[config.mk]
export PLATFORM = sky130hd
export DESIGN_NAME = imem_loader
export DESIGN_NICKNAME = d
export VERILOG_FILES = /design/src/rtl/imem_loader.sv
export SDC_FILE = /design/constraint.sdc
export NUM_CORES = 1
export LEC_CHECK = 0
export BUFFER_PORTS_ARGS = -buffer_cell sky130_fd_sc_hd__buf_4
export CAP_MARGIN = 20
export CORE_MARGIN = 5
export CORE_UTILIZATION = 30
export DETAILED_ROUTE_END_ITERATION = 8
export HOLD_SLACK_MARGIN = 0.03
export PLACE_DENSITY = 0.57
export SETUP_SLACK_MARGIN = 0.2
export SLEW_MARGIN = 0
export SYNTH_ARGS = -nofsm -noshare
export SYNTH_HDL_FRONTEND = slang
export SYNTH_SLANG_ARGS = --single-unit
export TNS_END_PERCENT = 20
[constraint.sdc]
create_clock -name clk -period 6 [get_ports clk]
set_input_delay 0.6 -clock clk [delete_from_list [all_inputs] [get_ports clk]]
set_output_delay 0.6 -clock clk [all_outputs]
set_load 0.1 [all_outputs]
[src/rtl/imem_loader.sv]
// Boot-time instruction memory loader: streams an image into byte-addressed IM, zero-fills the tail,
// then releases the core. Define IMEM_LOADER_CHECKSUM_EN to require a trailing XOR checksum byte.
module imem_loader #(
  parameter int unsigned IM_BYTES = 64,
  parameter int unsigned AW       = $clog2(IM_BYTES)
) (
  input  logic          clk,
  input  logic          rst_n,
  input  logic          start,
  input  logic          s_valid,
  input  logic [7:0]    s_data,
  output logic          s_ready,
  output logic          im_we,
  output logic [AW-1:0] im_addr,
  output logic [7:0]    im_wdata,
  output logic          cpu_rst,
  output logic          done,
  output logic          err
);

  localparam int unsigned CW    = AW + 1;
  localparam int unsigned MAX_N = IM_BYTES / 4;

  typedef enum logic [2:0] {
    ST_HDR  = 3'd0,
    ST_LOAD = 3'd1,
    ST_CHK  = 3'd2,
    ST_FILL = 3'd3,
    ST_DONE = 3'd4,
    ST_ERR  = 3'd5
  } state_e;

  state_e        state_q, state_d;
  logic [CW-1:0] cnt_q, cnt_d;
  logic [CW-1:0] end_q, end_d;
  logic          s_ready_q, s_ready_d;
  logic          im_we_q, im_we_d;
  logic [AW-1:0] im_addr_q, im_addr_d;
  logic [7:0]    im_wdata_q, im_wdata_d;
  logic          cpu_rst_q, cpu_rst_d;
  logic          done_q, done_d;
  logic          err_q, err_d;
  logic          xfer_c;
  logic [CW-1:0] cnt_inc_c;
`ifdef IMEM_LOADER_CHECKSUM_EN
  logic [7:0]    xor_q, xor_d;
`endif

  assign xfer_c    = s_valid & s_ready_q;
  assign cnt_inc_c = cnt_q + CW'(1);

  // State and registered outputs
  always_ff @(posedge clk or negedge rst_n) begin
    if (!rst_n) begin
      state_q    <= ST_HDR;
      cnt_q      <= '0;
      end_q      <= '0;
      s_ready_q  <= 1'b0;
      im_we_q    <= 1'b0;
      im_addr_q  <= '0;
      im_wdata_q <= 8'h00;
      cpu_rst_q  <= 1'b1;
      done_q     <= 1'b0;
      err_q      <= 1'b0;
`ifdef IMEM_LOADER_CHECKSUM_EN
      xor_q      <= 8'h00;
`endif
    end else begin
      state_q    <= state_d;
      cnt_q      <= cnt_d;
      end_q      <= end_d;
      s_ready_q  <= s_ready_d;
      im_we_q    <= im_we_d;
      im_addr_q  <= im_addr_d;
      im_wdata_q <= im_wdata_d;
      cpu_rst_q  <= cpu_rst_d;
      done_q     <= done_d;
      err_q      <= err_d;
`ifdef IMEM_LOADER_CHECKSUM_EN
      xor_q      <= xor_d;
`endif
    end
  end

  // Next-state, write generation and output decode
  always_comb begin
    state_d    = state_q;
    cnt_d      = cnt_q;
    end_d      = end_q;
    im_we_d    = 1'b0;
    im_addr_d  = im_addr_q;
    im_wdata_d = im_wdata_q;
`ifdef IMEM_LOADER_CHECKSUM_EN
    xor_d      = xor_q;
`endif

    case (state_q)
      ST_HDR: begin
        if (xfer_c) begin
          if ((s_data == 8'd0) || (s_data > 8'(MAX_N))) begin
            state_d = ST_ERR;
          end else begin
            end_d   = CW'({s_data, 2'b00});
            cnt_d   = '0;
            state_d = ST_LOAD;
`ifdef IMEM_LOADER_CHECKSUM_EN
            xor_d   = 8'h00;
`endif
          end
        end
      end

      ST_LOAD: begin
        if (xfer_c) begin
          im_we_d    = 1'b1;
          im_addr_d  = cnt_q[AW-1:0];
          im_wdata_d = s_data;
          cnt_d      = cnt_inc_c;
`ifdef IMEM_LOADER_CHECKSUM_EN
          xor_d      = xor_q ^ s_data;
          if (cnt_inc_c == end_q) state_d = ST_CHK;
`else
          if (cnt_inc_c == end_q) state_d = ST_FILL;
`endif
        end
      end

`ifdef IMEM_LOADER_CHECKSUM_EN
      ST_CHK: begin
        if (xfer_c) state_d = (s_data == xor_q) ? ST_FILL : ST_ERR;
      end
`endif

      // A full image reaches here with cnt at IM_BYTES and leaves without writing
      ST_FILL: begin
        if (cnt_q == CW'(IM_BYTES)) begin
          state_d = ST_DONE;
        end else begin
          im_we_d    = 1'b1;
          im_addr_d  = cnt_q[AW-1:0];
          im_wdata_d = 8'h00;
          cnt_d      = cnt_inc_c;
        end
      end

      ST_DONE, ST_ERR: begin
        if (start) begin
          state_d = ST_HDR;
          cnt_d   = '0;
        end
      end

      default: state_d = ST_ERR;
    endcase

    s_ready_d = (state_d == ST_HDR) || (state_d == ST_LOAD) || (state_d == ST_CHK);
    cpu_rst_d = (state_d != ST_DONE);
    done_d    = (state_d == ST_DONE);
    err_d     = (state_d == ST_ERR);
  end

  assign s_ready  = s_ready_q;
  assign im_we    = im_we_q;
  assign im_addr  = im_addr_q;
  assign im_wdata = im_wdata_q;
  assign cpu_rst  = cpu_rst_q;
  assign done     = done_q;
  assign err      = err_q;

endmodule

======== Word level (Yosys, flattened, before mapping) ========
Cells that the tools add are included.
storage, ports and cells
  flip-flop bits (word level) ............. 34
  bits of input ports ..................... 12
  word-level logic and storage cells ...... 64
cells by class
  magnitude comparators ................... 1
  equality and inequality tests ........... 16
  bitwise gates (word level) .............. 2
  mux-type cells .......................... 22
  $add $sub $neg .......................... 1
  reductions and logical operators ........ 12
operator list
  operator                                              number
  two-way mux 7 bit                                     5
  one-hot mux 7 bit (4 select lines)                    1
  two-way mux 3 bit                                     6
  two-way mux 8 bit                                     2
  one-hot mux 8 bit (2 select lines)                    1
  equality test 3 bit (second input constant)           4
  two-way mux 6 bit                                     2
  one-hot mux 3 bit (4 select lines)                    1
  one-hot mux 6 bit (2 select lines)                    1
  inequality test 2 bit (second input constant)         5
  > comparator 8 x 5 -> 1 bit (second input constant)   1
  logical NOT 8 bit                                     1
  adder 7 x 1 -> 7 bit (second input constant)          1
  equality test 7 bit                                   1
  equality test 7 bit (second input constant)           1
  equality test 3 x 1 -> 1 bit (second input constant)  2
  equality test 3 x 2 -> 1 bit (second input constant)  2
  logical NOT 3 bit                                     2
  AND reduction 3 bit                                   2
  AND reduction 6 bit                                   1
  nonzero test 4 bit                                    1
  logical OR 1 bit                                      3
  inequality test 3 bit (second input constant)         1
  two-way mux 1 bit                                     2
  other kinds (5)                                       5

======== Depth between registers and ports, before layout ========
Gate-level depths: netlist of the first run.
  depth after elaboration ................. 8
  depth in mapped cells ................... 9

======== Least setup slack after synthesis of the first run ========
No wires, ideal clock.
  path kind ............................... register to register
  start point ............................. register s_ready_q (netlist: s_ready)
  end point ............................... register s_ready_q (netlist: s_ready)
  setup slack ............................. 3,586 ps
  setup time .............................. 122 ps
  stages on the path, launching flop included .. 6
  arrival time ............................ 2,291 ps
  buffers on the path ..................... 0
  period minus slack after synthesis ...... 2,414 ps
  cells stage by stage .................... dfrtp_1 nand2_1 nor3_4 nand3_1 or4_1 nor3b_2
between the ends
  longest elaborated chain between the ends .. 6
  elaborated cells on any way between the ends .. 9
RTL lines
  element                                                                   line     text
  from (decl)                                                               36       logic s_ready_q, s_ready_d;
  from (signal assigned)                                                    72       s_ready_q <= s_ready_d;
  bitwise AND 1 bit *                                                       49       assign xfer_c = s_valid & s_ready_q;
  two-way mux 3 bit (on tied branches)                                      114, 99
  one-hot mux 3 bit (4 select lines) *                                      97       case (state_q)
  equality test 3 x 1 -> 1 bit / logical NOT 3 bit (equally long branches)  156      s_ready_d = (state_d == ST_HDR) || (state_d == ST_LOAD) || (state_d == ST_CHK);
  logical OR 1 bit                                                          156
  logical OR 1 bit *                                                        156
  via s_ready_d                                                             36
Mark *: on every way through the listed nets, which the timed path passes. The rest lies on a longest branch.
A chain may end at the register's enable or synchronous reset.

======== Worst setup path after layout of the first run ========
  start point ............................. register cnt_q[0]
  end point ............................... register s_ready_q (netlist: s_ready)
between the ends
  longest elaborated chain between the ends .. 8
  elaborated cells on any way between the ends .. 12
RTL lines
  element                                                                   line  text
  from (decl)                                                               34    logic [CW-1:0] cnt_q, cnt_d;
  from (signal assigned)                                                    70    cnt_q <= cnt_d;
  adder 7 x 1 -> 7 bit                                                      50    assign cnt_inc_c = cnt_q + CW'(1);
  equality test 7 bit                                                       123   if (cnt_inc_c == end_q) state_d = ST_FILL;
  two-way mux 3 bit                                                         123
  two-way mux 3 bit                                                         114   if (xfer_c) begin
  one-hot mux 3 bit (4 select lines) *                                      97
  equality test 3 x 1 -> 1 bit / logical NOT 3 bit (equally long branches)  156
  logical OR 1 bit                                                          156
  logical OR 1 bit *                                                        156
  via s_ready_d                                                             36
Marked as above.

==> results of run 1 <==
[sequential cells by signal, summed over array words and instances, names as in the netlist, 3 cells and up]
name / count
cnt_q: 7
end_q: 5
im_addr: 6
im_wdata: 8
state_q: 3
[metal layers]
metal  vias to the layer above  wire length [um]
met3                         5               150
met4                         0                30
met1                       561              1650
met5                         -                 0
met2                        24              1640
li1                        563                 -
[cell families after synthesis]
logic type / after synthesis
AO/OA/AOI/OAI: 29
XOR/XNOR: 10
adder cells (fa/ha/maj): 2
buffers and inverters: 14
flip-flops: 34
multiplexers: 11
AND/OR/NAND/NOR: 39
[layout by cell type, fill, tap and decap left out, drive strengths merged]
cell / instances
o21ai: 4
nand2b: 1
a21oi: 4
or4: 2
o211ai: 1
and2: 2
clkinv: 1
a22oi: 1
buf: 30
and2b: 1
a41oi: 2
nor3b: 1
a21o: 1
ha: 2
nor3: 2
xnor2: 2
a41o: 1
xnor3: 2
and3: 3
nor4: 4
nand2: 10
a31oi: 2
a21bo: 1
a22o: 10
nor2: 4
o41ai: 1
inv: 7
nor2b: 1
dfrtp: 33
o22ai: 1
nand3b: 2
dfstp: 1
clkbuf: 7
nand4: 1
mux2: 11
nand3: 5
xor2: 6
[area by class of cell]
type	instances	area (um^2)
clock inverters	1	5.00
inverters	7	26.3
clock buffers	7	86.3
well taps	72	90.1
flip-flops and latches	34	852
repair buffers	30	225
multi-input cells	91	728
fillers	525	3430
[stage by stage]
stage | util | hold WS [ps] | instances
after floorplan | - | 304 | 139
after global placement | 0.353 | 496 | 234
after global routing | 0.370 | 287 | 242
final | 0.370 | 253 | 242
after CTS | 0.370 | 266 | 242
after detailed placement | 0.353 | 494 | 234
[how the worst min path moves through the flow]
stage	from	to	depth (start not counted)
global placement	im_wdata[0]	im_wdata[0]	1
global route	rst_n	im_wdata[3]	1
detailed placement	im_wdata[4]	im_wdata[4]	1
floorplan	rst_n	cnt_q[0]	0
finish	rst_n	im_wdata[5]	1
CTS	rst_n	im_wdata[4]	1
[critical path: stages, from the launching register on]
cell     delay, ps
dfrtp_1        460
ha_1           300
and3_1         230
xnor3_1        200
nand2_1         50
or4_1          530
nor3b_2        170
==> flow_summary.yaml, run 1 <==
yosys:
  synth_fa_ha_area_frac: 0.0151
  synth-xor-area-share: 0.0693
  synthSimpleGateAreaFrac: 0.144
  synth_area_leaders: "dfrtp_1 50%, mux2_2 7.5%, a22o_2 4.8%"
  syn_avg_cell_area_um2: 12.0
  ys_warn_count: 0
  synth_edf_count: 0
  synth_compound_area_frac: 0.136
  async_reset_ff_frac: 1.00
  yosysMostFrequentCell: "dfrtp_1"
  synth_top_area_frac: 0.497
  seq_area_frac_synth: 0.513
  syn_inst: 139
  synthTopCellsByCount: "33 x dfrtp_1, 11 x mux2_2, 10 x nand2_1"
  ys_ff_latch: 34
  synthesis.nets: 153
  synth_area_mm2: 0.00166
  muxShareOfSynthArea: 0.0745
  yosysTopAreaCell: "dfrtp_1"
  synthFlopType: "dfrtp_1"
  synth.distinct_cells: 42
  synth_top_family_by_area: "simple AND/OR/NAND/NOR gates"
die:
  io_pins: 31
  core_mm2: 0.00544
  die-area_mm2: 0.00713
  die_height_um: 84.4
  rows: 27
  initial_core_util: 0.305
  die_w_um: 84.4
global_route:
  grtUsageTotal: 0.105
  met2_usage: 0.164
  overflow: 0
  grtUsageMet3: 0.0343
  antenna_found_initial: 0
  grt_pass1_vias: 1215
  top_usage_layer: "met2"
  grt_max_degree: 35
  use_met1: 0.140
  grt_pass1_wl_um: 6040
place:
  place_hpwl_um: 2530
  pre_cts_ws_ps: 3830
  place.port_buffers: 30
  placed_cell_area_mm2: 0.00192
  gp_congestion: 0.768
timing:
  maxSlewViolCount: 0
  fin_ws_ps: 3950
  setup_viol: 0
  fin_skew_ps: 4.53
  rsz0062_at_grt: "no"
  tightest_slew_ps: 469
  worst_slew_margin_rel: 0.687
  finalSetupTns_ps: 0
  finalCritPeriodShare: 0.342
  max_freq_ghz: 0.487
  period_needed_ps: 2050
  finalHoldViolCount: 0
cts:
  cts_buffer_depth: 2
  cts_resized: 0
  cts_hold_buf: 0
  cts_max_level: 2
  cts_tree: "yes"
  cts_sinks: 34
  numCtsBuffers: 5
  cts_root_buf: "clkbuf_8"
  clk_pin_slew_worst_paths_ps: 70
  cts_setup_buffers: 0
  clk_latency_ps: 280
setup_path:
  r2r_end: "s_ready"
  startpoint: "cnt_q[0]"
  required_ps: 6160
  worstPathArrival_ps: 2220
  critical_path.endpoint_type: "flip-flop"
  path_class: "reg2reg"
  start_kind: "flip-flop"
  crit_end: "s_ready"
  reg2reg_depth: 6
  timing.rr.start: "cnt_q[0]"
  r2r_slack_ps: 3950
  worstPathMaxFanout: 8
cells_and_area:
  drive_above_1_share: 0.371
  num_antenna_cells: 0
  syn_to_final_growth_pct: 21.2
  nets: 183
  final_area_mm2: 0.00201
drt:
  drtAntennaViolNets: 0
  routed_via_density: 4.76
  post-route-drc-count: 0
  first_iter_violations: 80
  drt-wirelength-per-cell_um: 14.3
  firstDrtPassIters: 4
  vias: 1153
  wl_um: 3470
run_status:
  status: "finished clean"
hold_path:
  hold_path_class: "in2async"
job:
  max-cap-violations: 0
Power of run 1 is left out: the tool's default activity adds up to more than one toggle a clock period on the data nets, which glitch-free logic cannot reach.
==> inputs of run 2 (changes only) <==
clock period = 2.1 ns   (was 6 ns; I/O delays follow)
==> flow_summary.yaml, run 2 (same netlist as run 1, synthesis figures left out) <==
cells_and_area:
  n_fill_cell: 530
  nets: 193
  largest_reg_flops: 8
  num_antenna_cells: 0
  drive_above_1_share: 0.411
  syn_to_final_growth_pct: 26.7
  final_common_cell: "buf_4"
  final_cell_mix: "39 x buf_4, 32 x dfrtp_1, 11 x mux2_2"
timing:
  worst_slew_margin_rel: 0.725
  fin_skew_ps: 3.75
  tightest_slew_ps: 409
  max_freq_ghz: 0.526
  finalCritPeriodShare: 0.906
  finalHoldViolCount: 0
  period_needed_ps: 1900
  rsz0062_at_grt: "yes"
  hold_slack_ps: 173
  setup_viol: 0
  finalSetupTns_ps: 0
  maxSlewViolCount: 0
die:
  die-area_mm2: 0.00713
  rows: 27
  die_height_um: 84.4
  core_mm2: 0.00544
  initial_core_util: 0.305
  die_w_um: 84.4
  io_pins: 31
cts:
  cts_sinks: 34
  cts_max_level: 2
  numCtsBuffers: 5
  clk_pin_slew_worst_paths_ps: 70
  cts_root_buf: "clkbuf_8"
  cts_buffer_depth: 2
  cts_tree: "yes"
  clk_latency_ps: 280
setup_path:
  r2r_slack_ps: 200
  worstPathArrival_ps: 2070
  r2r_end: "s_ready"
  reg2reg_depth: 5
  start_kind: "flip-flop"
  startpoint: "cnt_q[2]"
  critical_path.endpoint_type: "flip-flop"
  timing.rr.start: "cnt_q[2]"
  slowest_delay_ps: 530
  worstPathMaxFanout: 9
  crit_end: "s_ready"
  cp_cell_sequence: "and3_1 > nand3_1 > xnor2_1 > or4_1 > nor3b_2"
  critPathSlowestCell: "dfrtp_1"
  required_ps: 2270
  path_class: "reg2reg"
drt:
  drtAntennaViolNets: 0
  drt-wirelength-per-cell_um: 13.7
  firstDrtPassIters: 4
  post-route-drc-count: 0
  wl_um: 3460
  first_iter_violations: 49
  routed_via_density: 4.78
  vias: 1204
global_route:
  grt_max_degree: 35
  grt_pass1_vias: 1265
  antenna_found_initial: 0
  overflow: 0
  grtUsageTotal: 0.106
  grt_pass1_wl_um: 6080
place:
  place_hpwl_um: 2610
  place.port_buffers: 30
  gp_congestion: 0.772
run_status:
  status: "finished clean"
hold_path:
  worstHoldStart: "s_data[3]"
  hold_path_class: "in2reg"
job:
  max-cap-violations: 0
run 2: worst min path at each step:
stage                   to  cells past startpoint
2_1_floorplan     cnt_q[0]                      0
3_5_place_dp   im_wdata[1]                      1
4_1_cts        im_wdata[3]                      2
5_1_grt        im_wdata[0]                      2
3_3_place_gp   im_wdata[1]                      1
6_report       im_wdata[3]                      2
run 2: worst max-delay path, delay by kind of cell, from the launching register on:
kind / cells / cell delay (ps)
and+or+nand+nor: 4 / 1110
DFF: 1 / 530
xor gates and xnor gates: 1 / 150
run 2: repair_timing:
action,in CTS,in global routing
hold endpoints to repair,33,0
gates resized for setup,0,2
endpoints found under the setup margin,1,9
setup buffers,1,0
hold buffers,1,0
run 2: per-layer routing:
metal | part of all wire | vias up | track usage
met2 | 0.47 | 15 | 0.168
met1 | 0.47 | 601 | 0.135
met5 | 0 | - | 0
li1 | - | 582 | -
met3 | 0.042 | 6 | 0.0363
met4 | 0.015 | 0 | 0.0345
run 2: metrics by stage:
step	instances	instance area, um^2	setup WS [ps]	util
final	252	2100	197	0.387
after floorplan	139	1670	181	-
after CTS	252	2100	200	0.386
after global routing	252	2100	103	0.387
after detailed placement	242	1990	189	0.366
after global placement	242	1990	214	0.366
run 2: cell type report:
type                       count  area [um^2]  share of cell area
inverter                       7         28.8              0.0137
multi-input combinational     91          736               0.350
timing repair buffer          40          303               0.144
tap                           72         90.1              0.0428
sequential                    34          856               0.407
clock inverter                 1         5.00             0.00238
clock buffer                   7         86.3              0.0410
Power of run 2 is left out for the same reason.
==> inputs of run 3 (changes only) <==
ABC_AREA = 1   (was unset)
CTS_CLUSTER_DIAMETER = 60   (was unset)
SLEW_MARGIN = 20   (was 0)
==> flow_summary.yaml, run 3 <==
run_status:
  status: "finished clean"
yosys:
  synth-xor-area-share: 0.00494
  synthTopCellsByCount: "58 x nand2_1, 33 x dfrtp_1, 26 x inv_1"
  synth_area_mm2: 0.00177
  synth_edf_count: 0
  muxShareOfSynthArea: 0
  synth_top_family_by_area: "simple AND/OR/NAND/NOR gates"
  syn_avg_cell_area_um2: 8.28
  async_reset_ff_frac: 1.00
  synthesis.nets: 228
  synth_area_leaders: "dfrtp_1 47%, nand2_1 12%, nand3_1 7.1%"
  synth_compound_area_frac: 0.0642
  synthSimpleGateAreaFrac: 0.347
  yosysMostFrequentCell: "nand2_1"
  ys_ff_latch: 34
  yosysTopAreaCell: "dfrtp_1"
  seq_area_frac_synth: 0.481
  synth_top_area_frac: 0.466
  synth_fa_ha_area_frac: 0.0141
  synthFlopType: "dfrtp_1"
  syn_inst: 214
  synth.distinct_cells: 28
  ys_warn_count: 0
drt:
  route.met3.wl_um: 184
  wl_um: 3750
  wl_met2_um: 1580
  vias: 1428
  drtAntennaViolNets: 0
  maxUsedRoutingLayer: "met4"
  post-route-drc-count: 0
  routed_via_density: 4.41
  firstDrtPassIters: 4
  first_iter_violations: 100
  drt-wirelength-per-cell_um: 11.6
  wl_met1_um: 1940
cells_and_area:
  largest_reg_flops: 8
  final_common_cell: "nand2_1"
  regArea_um2: 853
  n_fill_cell: 656
  final_core_util: 0.370
  syn_to_final_growth_pct: 21.3
  final_cell_mix: "58 x nand2_1, 32 x dfrtp_1, 31 x buf_4"
  drive_above_1_share: 0.293
  num_antenna_cells: 0
  nets: 262
  multi_input_area_um2: 762
setup_path:
  cp_common_cell: "inv_1"
  critPathSlowestCell: "dfrtp_1"
  required_ps: 2280
  cp_cell_sequence: "inv_1 > ha_1 > nand2_1 > inv_1 > nand3_2 > nand2_4 > nand2_4 > inv_4 > nor2_1 > inv_1 > nand2_1"
  worstPathMaxFanout: 18
  start_kind: "flip-flop"
  path_buf_inv: 4
  path_class: "reg2reg"
  worstPathArrival_ps: 1850
  critical_path.endpoint_type: "flip-flop"
  slowest_delay_ps: 430
  cp_top_family: "simple AND/OR/NAND/NOR gates"
hold_path:
  hold_path_class: "in2reg"
timing:
  finalSetupTns_ps: 0
  setup_viol: 0
  tightest_slew_ps: 504
  rsz0062_at_grt: "no"
  maxSlewViolCount: 0
  fin_skew_ps: 3.86
  finalHoldViolCount: 0
  max_freq_ghz: 0.596
  finalCritPeriodShare: 0.799
  period_needed_ps: 1680
  worst_slew_margin_rel: 0.661
cts:
  cts_resized: 0
  cts_setup_buffers: 0
  cts_buffer_depth: 2
  cts_root_buf: "clkbuf_8"
  cts_max_level: 2
  clk_pin_slew_worst_paths_ps: 70
  cts_tree: "yes"
  cts_sinks: 34
  clk_latency_ps: 280
  cts_hold_buf: 1
  numCtsBuffers: 5
die:
  rows: 28
  io_pins: 31
  die-area_mm2: 0.00755
  initial_core_util: 0.305
  die_w_um: 86.9
  core_mm2: 0.00582
  die_height_um: 86.9
global_route:
  grt_pass1_wl_um: 6690
  grt_pass1_vias: 1441
  grt_max_degree: 35
  antenna_found_initial: 0
  grtUsageTotal: 0.114
  overflow: 0
power_and_ir_drop:
  p_leak_nw: 1.09
  powerDensity_mw_per_mm2: 1650
  ir_worst_vdd_uv: 899
place:
  gp_congestion: 0.825
  place.port_buffers: 30
  place_hpwl_um: 2790
job:
  max-cap-violations: 0
## run 3: final cells by class
class                           count  area share
Sequential cell                    34       0.397
Multi-Input combinational cell    147       0.354
Timing Repair Buffer               32       0.113
Inverter                           28      0.0500
Tap cell                           75      0.0436
Clock buffer                        7      0.0401
Clock inverter                      1     0.00233
## run 3: routing by layer
metal | global-route usage | vias to the layer above
li1 | - | 738
met1 | 0.164 | 656
met2 | 0.163 | 29
met3 | 0.0293 | 5
met4 | 0.0425 | 0
met5 | 0 | -
## run 3: worst reg2reg max path: stages, from the launching register on
cell	delay, ps
dfrtp_1	430
inv_1	110
ha_1	160
nand2_1	50
inv_1	60
nand3_2	100
nand2_4	100
nand2_4	110
inv_4	240
nor2_1	90
inv_1	60
nand2_1	50
## run 3: worst paths after layout
check	startpoint	to	slack (ps)	cells past startpoint
worst min register to register	im_addr[4]	im_addr[4]	480	2
min in group asynchronous	rst_n	im_wdata[6]	410	2
worst max-delay path	cnt_q[0]	cnt_q[0]	420	11
max in group asynchronous	rst_n	cpu_rst	1350	2
worst max register to register	cnt_q[0]	cnt_q[0]	420	11
worst min-delay path	s_data[7]	im_wdata[7]	160	3
## run 3: kinds of logic (layout without fill, tap and decap cells)
group                      after synthesis  count (layout)
and+or+nand+nor                        127             127
DFF                                     34              34
buffers and inverters                   33              68
AOI/OAI and AO/OA                       17              17
adders and majority gates                2               2
xor gates and xnor gates                 1               1
## run 3: power breakdown
part	internal, mW	total [mW]	switching [mW]
clock network	0.265	0.503	0.238
registers	0.883	1.06	0.176
logic	0.438	1.99	1.55
total	1.59	3.55	1.97
## run 3: per-stage QoR
| step | std cells | power (mW) | area [um^2] | worst slack (ps) | hold slack [ps] |
|---|---|---|---|---|---|
| 2_1_floorplan | 214 | 2.69 | 1770 | 467 | -85.6 |
| 3_3_place_gp | 315 | 3.07 | 2050 | 474 | 191 |
| 3_5_place_dp | 315 | 3.08 | 2050 | 427 | 192 |
| 4_1_cts | 324 | 3.59 | 2150 | 401 | 158 |
| 5_1_grt | 324 | 3.80 | 2150 | 221 | 157 |
| 6_report | 324 | 3.55 | 2150 | 423 | 163 |
Note: power is estimated with default switching activity, not from simulation.
